## src/rtl/overture_core.sv

```systemverilog
// overture_core: single-cycle 8-bit execute core fed by a combinational program ROM.
// Each rom_data byte is decoded and retired on the next rising clk edge.
// Optional feature macro: OVERTURE_IN_HANDSHAKE_EN. When it is defined, an input-read
// copy waits for in_valid. When it is undefined, in_data is sampled unconditionally.
module overture_core (
   input  logic       clk,
   input  logic       rst_n,
   output logic [7:0] rom_addr,
   input  logic [7:0] rom_data,
   input  logic [7:0] in_data,
   input  logic       in_valid,
   output logic       in_ready,
   output logic [7:0] out_data,
   output logic       out_valid
);

   typedef enum logic [1:0] {
      CLS_IMM  = 2'b00,
      CLS_ALU  = 2'b01,
      CLS_COPY = 2'b10,
      CLS_BR   = 2'b11
   } cls_e;

   typedef struct packed {
      cls_e       cls;
      logic [2:0] src;   // copy source; ignored by ALU and branch
      logic [2:0] lo;    // copy dst / ALU op / branch condition
   } insn_t;

   localparam logic [2:0] SEL_IN   = 3'd6;  // copy source: input port
   localparam logic [2:0] SEL_OUT  = 3'd6;  // copy destination: output port
   localparam logic [2:0] SEL_ZERO = 3'd7;  // copy source: constant zero

   insn_t            insn;
   logic [7:0]       pc_q, pc_d;
   logic [5:0][7:0]  regs_q, regs_d;
   logic [7:0]       out_data_q, out_data_d;
   logic             out_valid_q, out_valid_d;
   logic [7:0]       src_val;
   logic [7:0]       alu_res;
   logic             alu_we;
   logic             r3_zero, r3_neg, br_take;
   logic             rd_in, stall;

   assign insn = insn_t'(rom_data);

   // An input-read copy is the only instruction that can consume in_data.
   assign rd_in    = (insn.cls == CLS_COPY) && (insn.src == SEL_IN);
   assign in_ready = rd_in && rst_n;

`ifdef OVERTURE_IN_HANDSHAKE_EN
   assign stall = rd_in && !in_valid;
`else
   assign stall = 1'b0;
`endif

   assign rom_addr  = pc_q;
   assign out_data  = out_data_q;
   assign out_valid = out_valid_q;

   // Copy source mux: r0..r5, the input port, or a hard zero.
   always_comb begin
      src_val = 8'h00;
      if (insn.src < SEL_IN)
         src_val = regs_q[insn.src];
      else if (insn.src == SEL_IN)
         src_val = in_data;
   end

   // ALU on r1 and r2. Ops 6 and 7 are no-ops and leave r3 untouched.
   always_comb begin
      alu_res = 8'h00;
      alu_we  = 1'b1;
      case (insn.lo)
         3'd0:    alu_res = regs_q[1] | regs_q[2];
         3'd1:    alu_res = ~(regs_q[1] & regs_q[2]);
         3'd2:    alu_res = ~(regs_q[1] | regs_q[2]);
         3'd3:    alu_res = regs_q[1] & regs_q[2];
         3'd4:    alu_res = regs_q[1] + regs_q[2];
         3'd5:    alu_res = regs_q[1] - regs_q[2];
         default: alu_we  = 1'b0;
      endcase
   end

   // Branch condition on r3, read as a signed two's-complement value.
   assign r3_zero = (regs_q[3] == 8'h00);
   assign r3_neg  = regs_q[3][7];
   always_comb begin
      br_take = 1'b0;
      case (insn.lo)
         3'd0: br_take = 1'b0;
         3'd1: br_take = r3_zero;
         3'd2: br_take = r3_neg;
         3'd3: br_take = r3_neg || r3_zero;
         3'd4: br_take = 1'b1;
         3'd5: br_take = !r3_zero;
         3'd6: br_take = !r3_neg;
         3'd7: br_take = !r3_neg && !r3_zero;
         default: br_take = 1'b0;
      endcase
   end

   // Next architectural state. A stall freezes everything and suppresses the output pulse.
   always_comb begin
      pc_d        = pc_q + 8'd1;
      regs_d      = regs_q;
      out_data_d  = out_data_q;
      out_valid_d = 1'b0;
      if (stall) begin
         pc_d = pc_q;
      end else begin
         case (insn.cls)
            CLS_IMM:  regs_d[0] = {2'b00, rom_data[5:0]};
            CLS_ALU:  if (alu_we) regs_d[3] = alu_res;
            CLS_COPY: begin
               if (insn.lo < SEL_OUT) begin
                  regs_d[insn.lo] = src_val;
               end else if (insn.lo == SEL_OUT) begin
                  out_data_d  = src_val;
                  out_valid_d = 1'b1;
               end
            end
            CLS_BR:   if (br_take) pc_d = regs_q[0];
            default:  ;
         endcase
      end
   end

   // Architectural registers. Reset is asynchronous and clears everything.
   always_ff @(posedge clk or negedge rst_n) begin
      if (!rst_n) begin
         pc_q        <= 8'h00;
         regs_q      <= '0;
         out_data_q  <= 8'h00;
         out_valid_q <= 1'b0;
      end else begin
         pc_q        <= pc_d;
         regs_q      <= regs_d;
         out_data_q  <= out_data_d;
         out_valid_q <= out_valid_d;
      end
   end

endmodule

```

## config.mk

```make
export PLATFORM = sky130hd
export DESIGN_NAME = overture_core
export DESIGN_NICKNAME = d
export VERILOG_FILES = /design/src/rtl/overture_core.sv
export SDC_FILE = /design/constraint.sdc
export NUM_CORES = 1
export LEC_CHECK = 0
export CORE_UTILIZATION = 45
export DETAILED_ROUTE_END_ITERATION = 8
export GPL_ROUTABILITY_DRIVEN = 0
export SLEW_MARGIN = 20
export SYNTH_ARGS = -nofsm -noshare
export SYNTH_HDL_FRONTEND = slang
export SYNTH_SLANG_ARGS = --single-unit
```

## constraint.sdc

```tcl
create_clock -name clk -period 3.83 [get_ports clk]
set_input_delay 0.766 -clock clk [delete_from_list [all_inputs] [get_ports clk]]
set_output_delay 0.766 -clock clk [all_outputs]
set_load 0.01 [all_outputs]
```

==> flow_summary.toml, run 1 <==
[global_routing]
grt_pass1_wl_mm = 17.4
grt_max_degree = 66
grt_usage = 0.238
antenna_found_initial = 0
grt_pass1_vias = 3326
grt_overflow_total = 0

[synthesis]
yosysWarnings = 0
synth_most_common_cell = "dfrtp_1"
synthTopCellsByCount = "dfrtp_1, nor2_1, nand2_1, a21oi_1, mux2_2"
syn-cell-area_mm2 = 0.00404
synthTopCellsByArea = "dfrtp_1, mux2_2, mux2i_1"
synth.top_cell.area_share = 0.402
avgSynthCellArea_um2 = 10.0
async_reset_ff_frac = 1.00
synth-seq-cells = 65
synth_cell_types = 57
synth_top_area_cell = "dfrtp_1"
syn-num-nets = 434
netlist_instances = 403
synth_edf_count = 0
synth_ff_type = "dfrtp_1"
ys_seq_area_frac = 0.402

[floorplanning]
dieArea_mm2 = 0.00936
coreArea_mm2 = 0.00872
fp.dieW_um = 96.8
rows = 34
start_util = 0.463
io_pins = 37
die_h_um = 96.8

[place]
port_buffers = 35
pre_cts_ws_ns = 0.398
dp_hpwl_mm = 7.56

[worst_setup_path]
worst_setup_path_end_kind = "register"
startpoint_type = "primary input"
reg2reg_to = "r3_neg"
critPathKind = "in2reg"
worstRegToRegCells = 11
crit_path_cell_trace = "clkdlybuf4s50_1 -> and3b_1 -> nor2_1 -> xnor2_1 -> ha_1 -> o21ai_0 -> a211oi_1 -> or3_1 -> mux2i_1 -> o31ai_1"
crit_required_ns = 4.06
cpMaxStageDelayCell = "clkdlybuf4s50_1"
crit_path_max_incr_delay_ns = 0.72
r2r_setup_slack_ns = 1.19
worstPathMaxFanout = 11
worst_ep_arrival_time_ns = 3.31
r2r_start = "regs_q[17]"

[cts]
insertion_delay_ns = 0.35
clk_pin_slew_ns = 0.08
cts_tree = "built"
cts_buffers = 9
cts_resized = 0
clock-sinks = 65
cts_setup_buffers = 0
cts-root-buf = "clkbuf_8"
hold_buffers = 0
cts.htree.levels = 3
cts.path.max_buffers = 2

[timing]
tns_ns = 0
tightest_slew_ns = 0.823
final-max-slew-violation-count = 0
fmax_mhz = 326
period_needed_ns = 3.07
setup_slack_ns = 0.759
grt_setup_unrepaired = "false"
hold_viol = 0
relSlewSlack = 0.451
finalCritPeriodShare = 0.802
setup_viol = 0
fin_skew_ns = 0.0114

[drt]
ant_nets = 0
first_pass_iters = 5
wl_per_cell_um = 18.7
drtIter0Drc = 230
viasPerCell = 5.82
vias = 3251
drc = 0
drt-total-wl_mm = 10.4

[power_and_ir_drop]
finalPower_w = 0.00290
power_density_mw_per_mm2 = 609
ir_drop_uv = 406
leakagePower_nw = 2.09

[min_path]
holdPathStages = 2
hold_class = "reg2reg"
hp-start = "regs_q[42]"
holdPathEnd = "regs_q[42]"

[run_status]
run_status = "completed"

[final_layout]
fin_nets = 477
post_route_cells_drive_above_1_share = 0.177
area_growth_pct = 17.9
n_antenna_cell = 0

[flow_run]
drv_cap = 0
## layout make-up
class | count | area, µm²
sequential | 65 | 1630
multi-input combinational | 300 | 2250
timing repair buffer | 54 | 488
clock buffer | 10 | 138
tap | 108 | 135
inverter | 16 | 60.1
fill | 809 | 3960
clock inverter | 6 | 67.6
## critical path, delay by kind of cell
family	cells	cell delay, ns
fa+ha+maj	1	0.32
compound gates	3	0.43
xor+xnor	1	0.13
mux	1	0.18
buf+inv	1	0.72
simple gates	3	0.75
## stage by stage
| step | cells | area, µm² | util | hold WS, ns |
|---|---|---|---|---|
| 6_report | 559 | 4760 | 0.546 | 0.483 |
| 5_1_grt | 559 | 4760 | 0.546 | 0.509 |
| 4_1_cts | 559 | 4760 | 0.546 | 0.486 |
| 3_5_place_dp | 543 | 4560 | 0.523 | 0.470 |
| 3_3_place_gp | 543 | 4560 | 0.523 | 0.463 |
| 2_1_floorplan | 403 | 4040 | - | 0.449 |
## report_power, final
| part | switching [W] | total (W) | leakage, nW | internal (W) |
|---|---|---|---|---|
| Combinational | 0.000555 | 0.00118 | 1.19 | 0.000625 |
| Clock | 0.000288 | 0.000607 | 0.0985 | 0.000319 |
| Sequential | 0.000224 | 0.00112 | 0.801 | 0.000892 |
## registers in the layout, summed over array words and instances (netlist names)
signal     count
regs_q        47
out_data       8
out_valid      1
rom_addr       8
r3_neg         1
## worst max-delay path by stage
stage                            from      to  slack [ns]  cells past startpoint
after floorplan           rom_data[1]  r3_neg        1.09                     11
after global placement    rom_data[0]  r3_neg        0.43                     10
after detailed placement  rom_data[0]  r3_neg        0.40                     10
after CTS                 rom_data[0]  r3_neg        0.77                     10
after global routing      rom_data[1]  r3_neg        0.53                     11
final                     rom_data[0]  r3_neg        0.76                     10
## routing by layer
metal	vias to the layer above	wire [µm]	GRT usage
li1	1541	-	-
met1	1587	4800	0.320
met2	101	4900	0.379
met3	22	473	0.0448
met4	0	274	0.0941
met5	-	0	0
## logic make-up after synthesis
group / share of synthesized area
compound gates: 0.140
xor+xnor: 0.0412
fa+ha+maj: 0.0390
buf+inv: 0.0409
flops: 0.402
mux: 0.185
simple gates: 0.152
## layout by cell type, fill, tap and decap left out, drive strengths merged, types with 3 or more instances in the layout
cell type | Yosys | layout
dfrtp | 65 | 65
clkdlybuf4s50 | 0 | 34
nor2 | 33 | 33
mux2 | 30 | 30
nand2 | 27 | 27
a21oi | 26 | 26
o21ai | 25 | 25
mux2i | 21 | 21
buf | 12 | 20
inv | 16 | 16
xnor2 | 14 | 14
ha | 11 | 11
nand3 | 11 | 11
nor2b | 10 | 10
clkbuf | 10 | 10
and3 | 9 | 9
mux4 | 8 | 8
nor3 | 7 | 7
or3 | 7 | 7
nand2b | 6 | 6
a31oi | 6 | 6
xor2 | 5 | 5
a2bb2oi | 4 | 4
o21a | 3 | 3
a211oi | 3 | 3
o31ai | 3 | 3
clkinv | 0 | 3
(Power assumes the default switching activity.)
==> run 2, diff against run 1 <==
- clock period: 3.83 -> 2.9 ns (I/O delays scaled with it)
==> run 2 against run 1 <==
Setup slack got worse by 0.58 ns. Cell count up 3.2%. Non-clock buffer count grew 18. Clock power increased by 47%. Final area rose by 3.8%. Utilization up 2.1 points. Via count grew 1.6%. Clock skew shrank 0.0024 ns.
==> flow_summary.toml, run 2 (synthesized netlist as in run 1, its figures left out) <==
[global_routing]
grt_usage = 0.249
grt_pass1_vias = 3421
grt_overflow_total = 0
grt_pass1_wl_mm = 18.2
grt_max_degree = 66
antenna_found_initial = 0

[cts]
cts.path.max_buffers = 2
clk_pin_slew_ns = 0.08
cts_setup_buffers = 0
cts-root-buf = "clkbuf_8"
insertion_delay_ns = 0.35
clock-sinks = 65
cts.htree.levels = 3
cts_buffers = 9
cts_tree = "built"

[place]
dp_cells = 561
dp_hpwl_mm = 7.92
place_area_mm2 = 0.00472
pre_cts_ws_ns = -0.146
port_buffers = 35

[power_and_ir_drop]
comb_power_share = 0.411
leakagePower_nw = 2.19
ir_drop_uv = 420
intPower_w = 0.00255
seq_power_share = 0.366
power_density_mw_per_mm2 = 808
switching_share = 0.362
p_switching_w = 0.00145
clkPwrFrac = 0.223

[final_layout]
area_growth_pct = 22.4
post_route_cells_drive_above_1_share = 0.211
final_cell_mix = "dfrtp_1, buf_4, clkdlybuf4s50_1"
fin_nets = 495
final_area_mm2 = 0.00495
largest_reg_flops = 47
largest_register = "regs_q"
n_antenna_cell = 0
layout_commonest_cell = "dfrtp_1"
layoutNonFillerInstCount = 577

[timing]
setup_viol = 0
tightest_slew_ns = 0.830
period_needed_ns = 2.72
final-max-slew-violation-count = 0
fmax_mhz = 368
setup_slack_ns = 0.183
grt_setup_unrepaired = "false"
hold_viol = 0
fin_skew_ns = 0.00894
relSlewSlack = 0.447
finalCritPeriodShare = 0.937

[worst_setup_path]
cpMostUsedCell = "o21ai_0"
crit_path_cell_trace = "clkdlybuf4s50_1 -> nor2b_1 -> nand2_1 -> o21ai_0 -> xor2_1 -> ha_1 -> a211oi_1 -> o21ai_0 -> or3_1 -> mux2i_1 -> o31ai_1"
worst_setup_path_end_kind = "register"
crit_required_ns = 3.14
cpMaxStageDelayCell = "clkdlybuf4s50_1"
startpoint_type = "primary input"
worst_ep_arrival_time_ns = 2.95
critPathKind = "in2reg"
worstPathMaxFanout = 5
crit_path_max_incr_delay_ns = 0.50

[floorplanning]
fp.dieW_um = 96.8
io_pins = 37
coreArea_mm2 = 0.00872
dieArea_mm2 = 0.00936
start_util = 0.463
rows = 34
die_h_um = 96.8

[drt]
drtIter0Drc = 156
vias = 3304
first_pass_iters = 4
drt-total-wl_mm = 10.8
viasPerCell = 5.73
wl_per_cell_um = 18.8
ant_nets = 0
drc = 0

[flow_run]
drv_cap = 0

[run_status]
run_status = "completed"

[min_path]
hold_class = "in2async"
-- run 2: changes by cell type in the layout (fill, tap and decap cells not counted), sizes merged --
cell / before / now
buf: 20 / 38
bufinv: 1 / 2
clkinv: 3 / 1
clkbuf: 10 / 9
inv: 16 / 18
-- run 2: metal layers --
layer  global-route usage  routed length, µm  up-vias
li1                     -                  -     1577
met1                0.339               4860     1623
met2                0.391               5190       84
met3               0.0578                547       20
met4               0.0861                229        0
met5                    0                  0        -
-- run 2: path summary, 6_finish.rpt --
kind                             start    endpoint  slack [ns]  cells past startpoint
max                        rom_data[2]      r3_neg        0.18                     11
min                              rst_n  regs_q[39]        0.42                      2
max reg2reg                 regs_q[17]      r3_neg        0.30                     11
min reg2reg                 regs_q[42]  regs_q[42]        0.49                      2
max in group asynchronous        rst_n  regs_q[25]        1.94                      2
min in group clk            regs_q[42]  regs_q[42]        0.49                      2
-- run 2: timing repair --
item	in CTS	in global routing
hold buffers	0	0
resized for setup	0	2
endpoints found under the setup margin	0	2
-- run 2: power groups by stage --
stage	clock network, W	logic (W)	registers [W]
after floorplan	0	0.00104	0.00142
after global placement	0	0.00160	0.00146
after detailed placement	0	0.00164	0.00148
after CTS	0.000905	0.00165	0.00146
after global routing	0.000952	0.00183	0.00150
final	0.000892	0.00164	0.00146
-- run 2: layout make-up --
| type | count | area (µm²) |
|---|---|---|
| Clock inverter | 7 | 101 |
| Multi-Input combinational cell | 300 | 2250 |
| Fill cell | 772 | 3770 |
| Tap cell | 108 | 135 |
| Clock buffer | 9 | 124 |
| Inverter | 16 | 60.1 |
| Timing Repair Buffer | 72 | 648 |
| Sequential cell | 65 | 1630 |
-- run 2: worst max-delay path: cells and delay by family --
| kind | cells | cell delay (ns) |
|---|---|---|
| and+or+nand+nor | 3 | 0.66 |
| AOI/OAI and AO/OA | 4 | 0.59 |
| buffers and inverters | 1 | 0.50 |
| adders and majority gates | 1 | 0.30 |
| xor gates and xnor gates | 1 | 0.17 |
| muxes | 1 | 0.16 |
-- run 2: metrics by stage --
step	TNS (ns)	utilization	hold slack (ns)	power [W]
after global routing	0	0.567	0.496	0.00428
final	0	0.567	0.419	0.00400
after detailed placement	-0.588	0.541	0.472	0.00311
after global placement	-0.373	0.541	0.460	0.00306
after CTS	0	0.567	0.457	0.00401
after floorplan	0	-	0.284	0.00246
==> run 3, diff against run 2 <==
- SETUP_SLACK_MARGIN: unset -> 0.5
==> run 3 against run 2 <==
Clock power up 1%. Critical path depth unchanged. Worst hold slack better by 0.0097 ns.
==> flow_summary.toml, run 3 (synthesized netlist as in run 1, its figures left out) <==
[run_status]
run_status = "completed"

[floorplanning]
io_pins = 37
dieArea_mm2 = 0.00936
coreArea_mm2 = 0.00872
rows = 34
die_h_um = 96.8
fp.dieW_um = 96.8
start_util = 0.463

[worst_setup_path]
crit_required_ns = 3.14
crit_path_max_incr_delay_ns = 0.40
critPathTopFamily = "compound AO/OA/AOI/OAI gates"
startpoint_type = "register"
cpMaxStageDelayCell = "dfrtp_1"
worst_setup_path_end_kind = "register"
worst_ep_arrival_time_ns = 2.74
critPathKind = "reg2reg"
crit_path_cell_trace = "inv_2 -> ha_4 -> nand2_2 -> o41ai_4 -> xnor2_1 -> ha_1 -> a21oi_2 -> o21ai_1 -> or3_1 -> mux2i_1 -> o31ai_1"
worstPathMaxFanout = 5
crit_buf_inv = 1

[power_and_ir_drop]
comb_power_share = 0.443
ir_drop_uv = 441
intPower_w = 0.00272
switching_share = 0.359
seq_power_share = 0.343
power_density_mw_per_mm2 = 825
p_switching_w = 0.00152
clkPwrFrac = 0.213
leakagePower_nw = 2.27

[place]
dp_hpwl_mm = 7.85
pre_cts_ws_ns = -0.0990
port_buffers = 35

[drt]
ant_nets = 0
drt-total-wl_mm = 11.3
viasPerCell = 5.81
first_pass_iters = 4
wl_per_cell_um = 19.4
vias = 3381
drc = 0
drtIter0Drc = 142

[final_layout]
largest_register = "regs_q"
largest_reg_flops = 47
layout_commonest_cell = "dfrtp_1"
fin_util = 0.590
fin_nets = 501
n_antenna_cell = 0
final_cell_mix = "dfrtp_1, buf_4, nor2_1"
post_route_cells_drive_above_1_share = 0.268
area_growth_pct = 27.3

[global_routing]
grt_pass1_wl_mm = 18.6
grt_pass1_vias = 3544
grt_usage = 0.257
grt_max_degree = 66
antenna_found_initial = 0
grt_overflow_total = 0

[timing]
period_needed_ns = 2.51
grt_setup_unrepaired = "true"
final-max-slew-violation-count = 0
setup_slack_ns = 0.393
setup_viol = 0
finalCritPeriodShare = 0.864
tns_ns = 0
hold_viol = 0
tightest_slew_ns = 0.824
fmax_mhz = 399
fin_skew_ns = 0.0111
relSlewSlack = 0.450

[cts]
hold_buffers = 0
cts.htree.levels = 3
cts.path.max_buffers = 2
insertion_delay_ns = 0.35
cts-root-buf = "clkbuf_8"
cts_tree = "built"
cts_buffers = 9
clk_pin_slew_ns = 0.08
clock-sinks = 65

[min_path]
hold_class = "in2async"

[flow_run]
drv_cap = 0
run 3: cell count changes in the layout (fill, tap and decap cells not counted), sizes merged:
cell / change
buf: +6
clkbuf: +4
clkdlybuf4s50: -4
dlygate4sd2: +3
clkinvlp: -2
inv: -2
clkdlybuf4s15: +1
clkinv: -1
run 3: power groups by stage:
stage               clock network, W  registers (W)  logic, W
floorplan                          0        0.00142   0.00106
global placement                   0        0.00146   0.00161
detailed placement                 0        0.00147   0.00164
CTS                         0.000927        0.00145   0.00172
global route                0.000956        0.00150   0.00205
finish                      0.000905        0.00146   0.00188
run 3: repair_timing:
action | 4_1_cts | 5_1_grt
resized for setup | 14 | 22
endpoints found under the setup margin | 19 | 28
buffers inserted | 4 | 8
pin swaps | 4 | 11
run 3: area by class of cell:
type | count | area, µm²
clock inverter | 2 | 60.1
tap | 108 | 135
inverter | 16 | 60.1
fill | 742 | 3580
timing repair buffer | 78 | 693
clock buffer | 13 | 169
multi-input combinational | 300 | 2400
sequential | 65 | 1630
run 3: layer usage:
metal / track usage / routed length [µm] / part of all wire
met1: 0.339 / 4830 / 0.43
met2: 0.411 / 5450 / 0.48
met3: 0.0592 / 683 / 0.061
met4: 0.0953 / 316 / 0.028
met5: 0 / 0 / 0
run 3: final timing paths:
check | start | to | slack, ns | cells after the start
setup / recovery | regs_q[17] | r3_neg | 0.39 | 11
hold / removal | rst_n | regs_q[47] | 0.43 | 2
setup reg to reg | regs_q[17] | r3_neg | 0.39 | 11
hold reg to reg | regs_q[46] | regs_q[46] | 0.48 | 2
max in group asynchronous | rst_n | regs_q[18] | 1.88 | 2
min in group clk | regs_q[46] | regs_q[46] | 0.48 | 2
run 3: worst reg2reg max path, stage by stage, from the launching register on:
cell	delay (ns)
dfrtp_1	0.40
inv_2	0.11
ha_4	0.15
nand2_2	0.07
o41ai_4	0.38
xnor2_1	0.12
ha_1	0.37
a21oi_2	0.14
o21ai_1	0.08
or3_1	0.31
mux2i_1	0.18
o31ai_1	0.08
run 3: stage by stage:
stage          cell area (µm²)  total power, W  cells  hold slack [ns]
6_report                  5140         0.00424    582            0.428
5_1_grt                   5140         0.00451    582            0.502
4_1_cts                   4990         0.00409    574            0.456
3_5_place_dp              4690         0.00311    555            0.470
3_3_place_gp              4690         0.00307    555            0.461
2_1_floorplan             4070         0.00248    403            0.284
